File: src/rtl/pipelined_control_unit_pkg.sv
`default_nettype none
// ============================================================================
//  Module      : cu_pkg
//  Description : Shared types and constants for the pipelined control unit.
//                This package holds the control bundle struct, the
//                instruction-class and access-size codes, the NOP bundle,
//                and the decode/condition helper functions.
//  Revision    : 1.0 - initial release
// ============================================================================
package cu_pkg;

  // Instruction class, taken from IR[27:25]
  localparam logic [2:0] CLS_DP_SHIFT = 3'b000;
  localparam logic [2:0] CLS_DP_IMM   = 3'b001;
  localparam logic [2:0] CLS_LS_IMM   = 3'b010;
  localparam logic [2:0] CLS_LS_REG   = 3'b011;
  localparam logic [2:0] CLS_BRANCH   = 3'b101;

  // Memory access size
  localparam logic [1:0] SIZE_WORD = 2'b00;
  localparam logic [1:0] SIZE_BYTE = 2'b01;
  localparam logic [1:0] SIZE_HALF = 2'b10;

  // ALU opcodes used for load/store address generation
  localparam logic [3:0] OP_SUB = 4'b0010;
  localparam logic [3:0] OP_ADD = 4'b0100;

  typedef struct packed {
    logic [3:0] opcode;
    logic       se;
    logic       li;
    logic       s;
    logic       b;
    logic       bl;
    logic       rf;
    logic       mem_en;
    logic       rw;
    logic [1:0] size;
    logic       valid;
    logic [3:0] cond;
  } ctrl_bundle_t;

  localparam ctrl_bundle_t NOP_BUNDLE = '0;

  // TST/TEQ/CMP/CMN (1000..1011) only set flags and never write a register
  function automatic logic dp_writes_rf(input logic [3:0] op);
    return op[3:2] != 2'b10;
  endfunction

  // ARM condition-code check; nzcv = {N, Z, C, V}
  function automatic logic cond_pass(input logic [3:0] cond, input logic [3:0] nzcv);
    logic n, z, c, v;
    n = nzcv[3];
    z = nzcv[2];
    c = nzcv[1];
    v = nzcv[0];
    case (cond)
      4'h0:    return z;
      4'h1:    return !z;
      4'h2:    return c;
      4'h3:    return !c;
      4'h4:    return n;
      4'h5:    return !n;
      4'h6:    return v;
      4'h7:    return !v;
      4'h8:    return c && !z;
      4'h9:    return !c || z;
      4'hA:    return n == v;
      4'hB:    return n != v;
      4'hC:    return !z && (n == v);
      4'hD:    return z || (n != v);
      4'hE:    return 1'b1;
      default: return 1'b0;
    endcase
  endfunction

endpackage
`default_nettype wire

File: src/rtl/pipelined_control_unit_if.sv
`default_nettype none
// ============================================================================
//  Module      : pipelined_control_unit_if
//  Description : Bundle of the control-unit signals. The master modport is
//                the instruction source / observer side. The slave modport is
//                the control unit itself.
//                Master drives : ir_in, stall, flush, flags_in
//                Slave drives  : ex_* (EX controls), mem_* (MEM controls),
//                                wb_* (WB controls), retire_cnt, bubble_cnt
//  Revision    : 1.0 - initial release
// ============================================================================
interface pipelined_control_unit_if #(
  parameter int CNT_W = 32
);
  logic [31:0]      ir_in;
  logic             stall;
  logic             flush;
  logic [3:0]       flags_in;
  logic [3:0]       ex_opcode;
  logic             ex_se;
  logic             ex_li;
  logic             ex_s;
  logic             ex_b;
  logic             ex_bl;
  logic             ex_valid;
  logic             mem_en;
  logic             mem_rw;
  logic [1:0]       mem_size;
  logic             wb_rf;
  logic             wb_valid;
  logic [CNT_W-1:0] retire_cnt;
  logic [CNT_W-1:0] bubble_cnt;

  modport master (
    output ir_in, stall, flush, flags_in,
    input  ex_opcode, ex_se, ex_li, ex_s, ex_b, ex_bl, ex_valid,
           mem_en, mem_rw, mem_size, wb_rf, wb_valid, retire_cnt, bubble_cnt
  );

  modport slave (
    input  ir_in, stall, flush, flags_in,
    output ex_opcode, ex_se, ex_li, ex_s, ex_b, ex_bl, ex_valid,
           mem_en, mem_rw, mem_size, wb_rf, wb_valid, retire_cnt, bubble_cnt
  );
endinterface
`default_nettype wire

File: src/rtl/pipelined_control_unit_decode.sv
`default_nettype none
// ============================================================================
//  Module      : cu_decode
//  Description : Purely combinational ID-stage decoder that maps IR to a
//                ctrl_bundle_t.
//                ir_i     : instruction word in ID (0 means NOP)
//                bundle_o : decoded control bundle
//  Revision    : 1.0 - initial release
// ============================================================================
module cu_decode
  import cu_pkg::*;
(
  input  wire logic [31:0] ir_i,
  output ctrl_bundle_t     bundle_o
);

  // Operand fields are consumed elsewhere in the datapath
  wire w_unused_ir = ^{ir_i[19:8], ir_i[6:5], ir_i[3:0]};

  always_comb begin
    bundle_o = NOP_BUNDLE;
    if (ir_i != 32'b0) begin
      case (ir_i[27:25])
        CLS_DP_SHIFT: begin
          bundle_o.valid = 1'b1;
          bundle_o.cond  = ir_i[31:28];
          bundle_o.se    = 1'b1;
          if (ir_i[7] && ir_i[4]) begin
            // Halfword transfer lives in the DP-shift encoding space
            bundle_o.mem_en = 1'b1;
            bundle_o.rw     = ir_i[20];
            bundle_o.size   = SIZE_HALF;
            bundle_o.opcode = ir_i[23] ? OP_ADD : OP_SUB;
            bundle_o.rf     = ir_i[20];
          end else begin
            bundle_o.opcode = ir_i[24:21];
            bundle_o.s      = ir_i[20];
            bundle_o.rf     = dp_writes_rf(ir_i[24:21]);
          end
        end
        CLS_DP_IMM: begin
          bundle_o.valid  = 1'b1;
          bundle_o.cond   = ir_i[31:28];
          bundle_o.opcode = ir_i[24:21];
          bundle_o.s      = ir_i[20];
          bundle_o.rf     = dp_writes_rf(ir_i[24:21]);
        end
        CLS_LS_IMM, CLS_LS_REG: begin
          bundle_o.valid  = 1'b1;
          bundle_o.cond   = ir_i[31:28];
          bundle_o.li     = 1'b1;
          bundle_o.mem_en = 1'b1;
          bundle_o.rw     = ir_i[20];
          bundle_o.size   = ir_i[22] ? SIZE_BYTE : SIZE_WORD;
          bundle_o.opcode = ir_i[23] ? OP_ADD : OP_SUB;
          bundle_o.rf     = ir_i[20];
        end
        CLS_BRANCH: begin
          bundle_o.valid = 1'b1;
          bundle_o.cond  = ir_i[31:28];
          bundle_o.b     = 1'b1;
          bundle_o.bl    = ir_i[24];
          bundle_o.rf    = ir_i[24];  // link register write
        end
        default: bundle_o = NOP_BUNDLE;
      endcase
    end
  end

endmodule
`default_nettype wire

File: src/rtl/pipelined_control_unit.sv
`default_nettype none
// ============================================================================
//  Module      : pipelined_control_unit
//  Description : ID decode plus the registered control pipeline
//                (EX, MEM_LAT x MEM, WB). It inserts a bubble into EX on stall
//                or flush, and it counts retired instructions and bubbles.
//                clk   : rising-edge clock
//                rst_n : synchronous active-low reset
//                bus   : pipelined_control_unit_if.slave (IR/stall/flush/
//                        flags in; EX/MEM/WB controls and counters out)
//                MEM_LAT (1..4) : number of MEM stages
//                CNT_W          : counter width; it must match bus CNT_W
//                Optional macro : CU_COND_EVAL_EN (condition evaluation in EX)
//  Revision    : 1.0 - initial release
// ============================================================================
module pipelined_control_unit
  import cu_pkg::*;
#(
  parameter int MEM_LAT = 1,
  parameter int CNT_W   = 32
) (
  input wire logic                 clk,
  input wire logic                 rst_n,
  pipelined_control_unit_if.slave  bus
);

  ctrl_bundle_t     id_w;
  ctrl_bundle_t     ex_d, ex_q;
  ctrl_bundle_t     mem_in_w;
  logic             pass_w;
  logic             cond_kill_w;
  logic             wb_rf_q, wb_valid_q;
  logic [CNT_W-1:0] retire_d, retire_q;
  logic [CNT_W-1:0] bubble_d, bubble_q;

  cu_decode u_decode (
    .ir_i     (bus.ir_in),
    .bundle_o (id_w)
  );

  assign ex_d = (bus.stall || bus.flush) ? NOP_BUNDLE : id_w;

`ifdef CU_COND_EVAL_EN
  assign pass_w = cond_pass(ex_q.cond, bus.flags_in);
`else
  assign pass_w = 1'b1;
  wire w_unused_flags = ^bus.flags_in;
`endif

  // A failed condition turns the instruction into a NOP as it leaves EX
  assign cond_kill_w = ex_q.valid && !pass_w;
  assign mem_in_w    = cond_kill_w ? NOP_BUNDLE : ex_q;

  assign bubble_d = bubble_q + CNT_W'(bus.stall || bus.flush) + CNT_W'(cond_kill_w);
  assign retire_d = retire_q + CNT_W'(wb_valid_q);

  always_ff @(posedge clk) begin
    if (!rst_n) begin
      ex_q     <= NOP_BUNDLE;
      bubble_q <= '0;
      retire_q <= '0;
    end else begin
      ex_q     <= ex_d;
      bubble_q <= bubble_d;
      retire_q <= retire_d;
    end
  end

  for (genvar k = 0; k < MEM_LAT; k++) begin : g_mem
    ctrl_bundle_t stage_d;
    ctrl_bundle_t stage_q;
    if (k == 0) begin : g_head
      assign stage_d = mem_in_w;
    end else begin : g_tail
      assign stage_d = g_mem[k-1].stage_q;
    end
    always_ff @(posedge clk) begin
      if (!rst_n) stage_q <= NOP_BUNDLE;
      else        stage_q <= stage_d;
    end
  end

  always_ff @(posedge clk) begin
    if (!rst_n) begin
      wb_rf_q    <= 1'b0;
      wb_valid_q <= 1'b0;
    end else begin
      wb_rf_q    <= g_mem[MEM_LAT-1].stage_q.rf;
      wb_valid_q <= g_mem[MEM_LAT-1].stage_q.valid;
    end
  end

  // Only rf/valid continue past the last MEM stage
  wire w_unused_mem = ^g_mem[MEM_LAT-1].stage_q;

  assign bus.ex_opcode  = ex_q.opcode;
  assign bus.ex_se      = ex_q.se;
  assign bus.ex_li      = ex_q.li;
  assign bus.ex_s       = ex_q.s;
  assign bus.ex_b       = ex_q.b  && pass_w;
  assign bus.ex_bl      = ex_q.bl && pass_w;
  assign bus.ex_valid   = ex_q.valid;
  assign bus.mem_en     = g_mem[0].stage_q.mem_en;
  assign bus.mem_rw     = g_mem[0].stage_q.rw;
  assign bus.mem_size   = g_mem[0].stage_q.size;
  assign bus.wb_rf      = wb_rf_q;
  assign bus.wb_valid   = wb_valid_q;
  assign bus.retire_cnt = retire_q;
  assign bus.bubble_cnt = bubble_q;

endmodule
`default_nettype wire
File: src/flat_wrapper.sv
// flat-port wrapper written by rule: the top's interface ports become plain ports
module pipelined_control_unit_flat import cu_pkg::*;
#(
  parameter int MEM_LAT = 1,
  parameter int CNT_W   = 32
)
  (clk, rst_n, bus_ir_in, bus_stall, bus_flush, bus_flags_in, bus_ex_opcode, bus_ex_se, bus_ex_li, bus_ex_s, bus_ex_b, bus_ex_bl, bus_ex_valid, bus_mem_en, bus_mem_rw, bus_mem_size, bus_wb_rf, bus_wb_valid, bus_retire_cnt, bus_bubble_cnt);
  pipelined_control_unit_if #(.CNT_W(CNT_W)) bus_i ();
  input wire logic clk;
  input wire logic rst_n;
  input wire logic [$bits(bus_i.ir_in)-1:0] bus_ir_in;
  input wire logic [$bits(bus_i.stall)-1:0] bus_stall;
  input wire logic [$bits(bus_i.flush)-1:0] bus_flush;
  input wire logic [$bits(bus_i.flags_in)-1:0] bus_flags_in;
  output wire logic [$bits(bus_i.ex_opcode)-1:0] bus_ex_opcode;
  output wire logic [$bits(bus_i.ex_se)-1:0] bus_ex_se;
  output wire logic [$bits(bus_i.ex_li)-1:0] bus_ex_li;
  output wire logic [$bits(bus_i.ex_s)-1:0] bus_ex_s;
  output wire logic [$bits(bus_i.ex_b)-1:0] bus_ex_b;
  output wire logic [$bits(bus_i.ex_bl)-1:0] bus_ex_bl;
  output wire logic [$bits(bus_i.ex_valid)-1:0] bus_ex_valid;
  output wire logic [$bits(bus_i.mem_en)-1:0] bus_mem_en;
  output wire logic [$bits(bus_i.mem_rw)-1:0] bus_mem_rw;
  output wire logic [$bits(bus_i.mem_size)-1:0] bus_mem_size;
  output wire logic [$bits(bus_i.wb_rf)-1:0] bus_wb_rf;
  output wire logic [$bits(bus_i.wb_valid)-1:0] bus_wb_valid;
  output wire logic [$bits(bus_i.retire_cnt)-1:0] bus_retire_cnt;
  output wire logic [$bits(bus_i.bubble_cnt)-1:0] bus_bubble_cnt;
  assign bus_i.ir_in = bus_ir_in;
  assign bus_i.stall = bus_stall;
  assign bus_i.flush = bus_flush;
  assign bus_i.flags_in = bus_flags_in;
  assign bus_ex_opcode = bus_i.ex_opcode;
  assign bus_ex_se = bus_i.ex_se;
  assign bus_ex_li = bus_i.ex_li;
  assign bus_ex_s = bus_i.ex_s;
  assign bus_ex_b = bus_i.ex_b;
  assign bus_ex_bl = bus_i.ex_bl;
  assign bus_ex_valid = bus_i.ex_valid;
  assign bus_mem_en = bus_i.mem_en;
  assign bus_mem_rw = bus_i.mem_rw;
  assign bus_mem_size = bus_i.mem_size;
  assign bus_wb_rf = bus_i.wb_rf;
  assign bus_wb_valid = bus_i.wb_valid;
  assign bus_retire_cnt = bus_i.retire_cnt;
  assign bus_bubble_cnt = bus_i.bubble_cnt;
  pipelined_control_unit #(.MEM_LAT(MEM_LAT), .CNT_W(CNT_W)) u_core (.clk(clk), .rst_n(rst_n), .bus(bus_i));
endmodule
File: config.mk
export PLATFORM = sky130hd
export DESIGN_NAME = pipelined_control_unit_flat
export DESIGN_NICKNAME = d
export VERILOG_FILES = /design/src/rtl/pipelined_control_unit_pkg.sv /design/src/rtl/pipelined_control_unit_if.sv /design/src/rtl/pipelined_control_unit_decode.sv /design/src/rtl/pipelined_control_unit.sv /design/src/flat_wrapper.sv
export SDC_FILE = /design/constraint.sdc
export NUM_CORES = 1
export LEC_CHECK = 0
export ABC_CLOCK_PERIOD_IN_PS = 2400
export BUFFER_PORTS_ARGS = -buffer_cell sky130_fd_sc_hd__buf_2
export CAP_MARGIN = 20
export CORE_AREA = 10 10 127 95
export CTS_CLUSTER_DIAMETER = 100
export DETAILED_ROUTE_END_ITERATION = 10
export DIE_AREA = 0 0 137 105
export PLACE_DENSITY = 0.71
export RECOVER_POWER = 25
export SLEW_MARGIN = 20
export SYNTH_ARGS = -nofsm -noshare
export SYNTH_HDL_FRONTEND = slang
export SYNTH_SLANG_ARGS = --single-unit
File: constraint.sdc
create_clock -name clk -period 2.4 [get_ports clk]
set_input_delay 0.24 -clock clk [delete_from_list [all_inputs] [get_ports clk]]
set_output_delay 0.24 -clock clk [all_outputs]
set_load 0.005 [all_outputs]
==> flow_summary.ini <==
[status]
status = completed

[synthesis]
synthXorXnorAreaFrac_pct = 5.360
synth_largest_area_cell = dfxtp_1
ys_top_cells_by_area = dfxtp_1 (46%), or4_1 (4.6%), a21oi_1 (4.5%)
synth_fa_ha_area_share_pct = 1.664
synth_fp_nets = 472
synth_area_sq_um = 3759
synth_top_family_by_area = simple AND/OR/NAND/NOR gates
netlist_instances = 427
synth_top_area_share_pct = 46.34
synthSimpleGateAreaFrac_pct = 29.26
synthDistinctLibCells = 37
synth_warnings = 0
muxShareOfSynthArea_pct = 0.7989
synth_compound_area_share_pct = 12.12
synth_area_per_cell_sq_um = 8.802
synth_seq_cells = 87
yosysSeqAreaShare_pct = 46.34

[setup_path]
worst_setup_path_start_kind = flip-flop
critPathSlowestCell = or4_1
worst_path_largest_cell_delay_ns = 0.55
critPathMaxFanout = 16
path_delay_family = simple AND/OR/NAND/NOR gates
worstRegToRegCells = 7
r2r_end = u_core.bus.bubble_cnt[28]
r2r_start = u_core.bus.bubble_cnt[0]
critPathRequiredTime_ns = 2.66
criticalPathCategory = flip-flop to flip-flop
end_kind = flip-flop
r2r_slack_ns = 0.17
cp.arrival_ns = 2.49
critPathBufInv = 1
cp_cell_sequence = ha_1, ha_1, nand4_1, or4_1, buf_6, or4_1, a21oi_1

[clock_network]
h-tree-depth = 3
cts_tree = done
cts-root-buf = clkbuf_16
cts.clk_slew.worst_paths_ns = 0.06
cts.sinks = 87
clk_latency_ns = 0.33
cts_buffers = 9
clockBufferDepth = 2
cts_setup_buffers = 0

[placement]
placed_cells = 657
port_buffers = 115
gp_congestion = 0.8124
place_area_sq_um = 4469
place_ws_ns = 0.07197
dp_hpwl_microns = 7812

[global_routing]
grt_max_degree = 57
global_route.usage.total_pct = 14.18
gr-total-overflow = 0
grt_pass1_wl_microns = 16780
grt_pass1_vias = 3341
grt_antenna_before_repair = 0

[timing]
finalCritPeriodShare_pct = 92.94
min_period_ns = 2.231
grt_setup_unrepaired = no
fin_worst_skew_ns = 0.004578
setup_viol = 0
relSlewSlack_pct = 44.29
drv_slew = 0
fin_setup_tns_ns = 0
max_freq_ghz = 0.4483
fin_ws_ns = 0.1695
hold_viol = 0
worstMarginPinSlew_ns = 0.8356

[finish]
mostFrequentLayoutCell = buf_2
nets = 585
final_cell_mix = buf_2 (88), dfxtp_1 (87), a21oi_1 (34)
antenna_cells = 0
final_area_sq_um = 4720
drive_gt1_share_pct = 21.51
synthToLayoutAreaGrowth_pct = 25.57
finalNonFillerCells = 672

[pwr]
p_leak_nw = 1.824
power.total_mw = 2.915
power-per-cell-area_nw_per_um2 = 617.6
ir_drop_mv = 0.4523

[detailed_routing]
routedWlPerCell_microns = 15.48
drc = 0
first_pass_iters = 5
vias = 3542
antenna_left = 0
viasPerCell = 5.271
drt_iter0_markers = 172
routed_wl_microns = 10400

[floorplanning]
start_util_pct = 39.42
rows = 30
core_sq_um = 9534
io_pins = 120
fp.dieW_microns = 137
dieArea_sq_um = 14390
die_h_microns = 105

[min_path]
holdPathEnd = u_core.bus.ex_opcode[0]
hold_start = bus_ir_in[21]
hp-class = primary input to flip-flop
holdPathStages = 2

[job]
maxCapViolations = 0
timing repair:
action,CTS,global route
hold endpoints to repair,0,0
setup endpoints to repair,0,1
hold buffers,0,0
resized for setup,0,1
flip-flops by register name, indices dropped and copies added (netlist names), 2 cells and up:
register	flops
u_core.bus.retire_cnt	32
u_core.ex_q	5
u_core.bus.mem_size	2
u_core.g_mem.stage_q	2
u_core.bus.bubble_cnt	32
u_core.bus.ex_opcode	4
cell usage after synthesis:
cell type / count
nand2b_1: 3
o21ai_0: 15
a31o_2: 1
or4_1: 23
clkbuf_2: 1
mux2i_1: 3
o21a_1: 2
nand4_4: 1
or3_1: 17
o31a_1: 2
inv_1: 12
nand3_1: 19
buf_1: 2
buf_2: 1
nor2b_1: 1
nor4_1: 10
and2_1: 18
a21oi_1: 34
nand2_1: 29
xor2_1: 12
or2_2: 1
dfxtp_1: 87
nor2_1: 33
o221ai_1: 1
and3_1: 7
o211ai_1: 1
nand4_1: 16
xnor2_1: 11
nor3_1: 7
clkbuf_1: 16
o31ai_1: 19
ha_1: 5
o211a_1: 1
and4_1: 8
nor4b_1: 1
buf_4: 6
nor3b_1: 1
worst max-delay path by stage:
stage	cells past startpoint	slack, ns	start	endpoint
floorplan	7	0.21	u_core.bus.bubble_cnt[0]	u_core.bus.bubble_cnt[22]
detailed placement	9	0.07	bus_flush	u_core.bus.bubble_cnt[28]
finish	7	0.17	u_core.bus.bubble_cnt[0]	u_core.bus.bubble_cnt[28]
global route	7	0.009	u_core.bus.bubble_cnt[0]	u_core.bus.bubble_cnt[28]
CTS	7	0.16	u_core.bus.bubble_cnt[0]	u_core.bus.bubble_cnt[28]
global placement	9	0.13	bus_flush	u_core.bus.bubble_cnt[30]
worst register-to-register path, cell delays in order, from the launching register on:
cell	delay, ns
dfxtp_1	0.36
ha_1	0.19
ha_1	0.17
nand4_1	0.10
or4_1	0.55
buf_6	0.17
or4_1	0.46
a21oi_1	0.16
routing by layer:
metal	vias up	wire length (microns)	global-route usage, %
met5	-	0	0
met4	0	128	4.580
met3	9	600	4.545
met2	73	5054	22.61
met1	1690	4620	17.62
li1	1770	-	-
cells by family after synthesis:
family                   Yosys count
AO/OA/AOI/OAI                     76
XOR/XNOR                          23
adder cells (fa/ha/maj)            5
buffers and inverters             38
flip-flops                        87
multiplexers                       3
AND/OR/NAND/NOR                  195
metrics by stage:
stage | hold slack (ns) | utilization [%]
after floorplan | 0.3617 | -
after global placement | 0.4136 | 46.88
after detailed placement | 0.4232 | 46.88
after CTS | 0.1438 | 49.82
after global routing | 0.1656 | 49.50
final | 0.1516 | 49.50
power by group:
group / leakage, nW / total, mW / switching, mW / internal [mW]
combinational: 0.987 / 0.113 / 0.0644 / 0.0490
sequential: 0.702 / 1.46 / 0.00534 / 1.45
clock: 0.135 / 1.34 / 0.544 / 0.798
total: 1.82 / 2.91 / 0.614 / 2.30
cell type report:
class	instances	area, sq um
inverter	12	45.04
clock buffer	11	232.7
tap	128	160.2
timing repair buffer	128	643.1
fill	943	4815
sequential	87	1742
multi-input combinational	302	1849
clock inverter	4	47.55
Power figures use the tool's default switching activity.
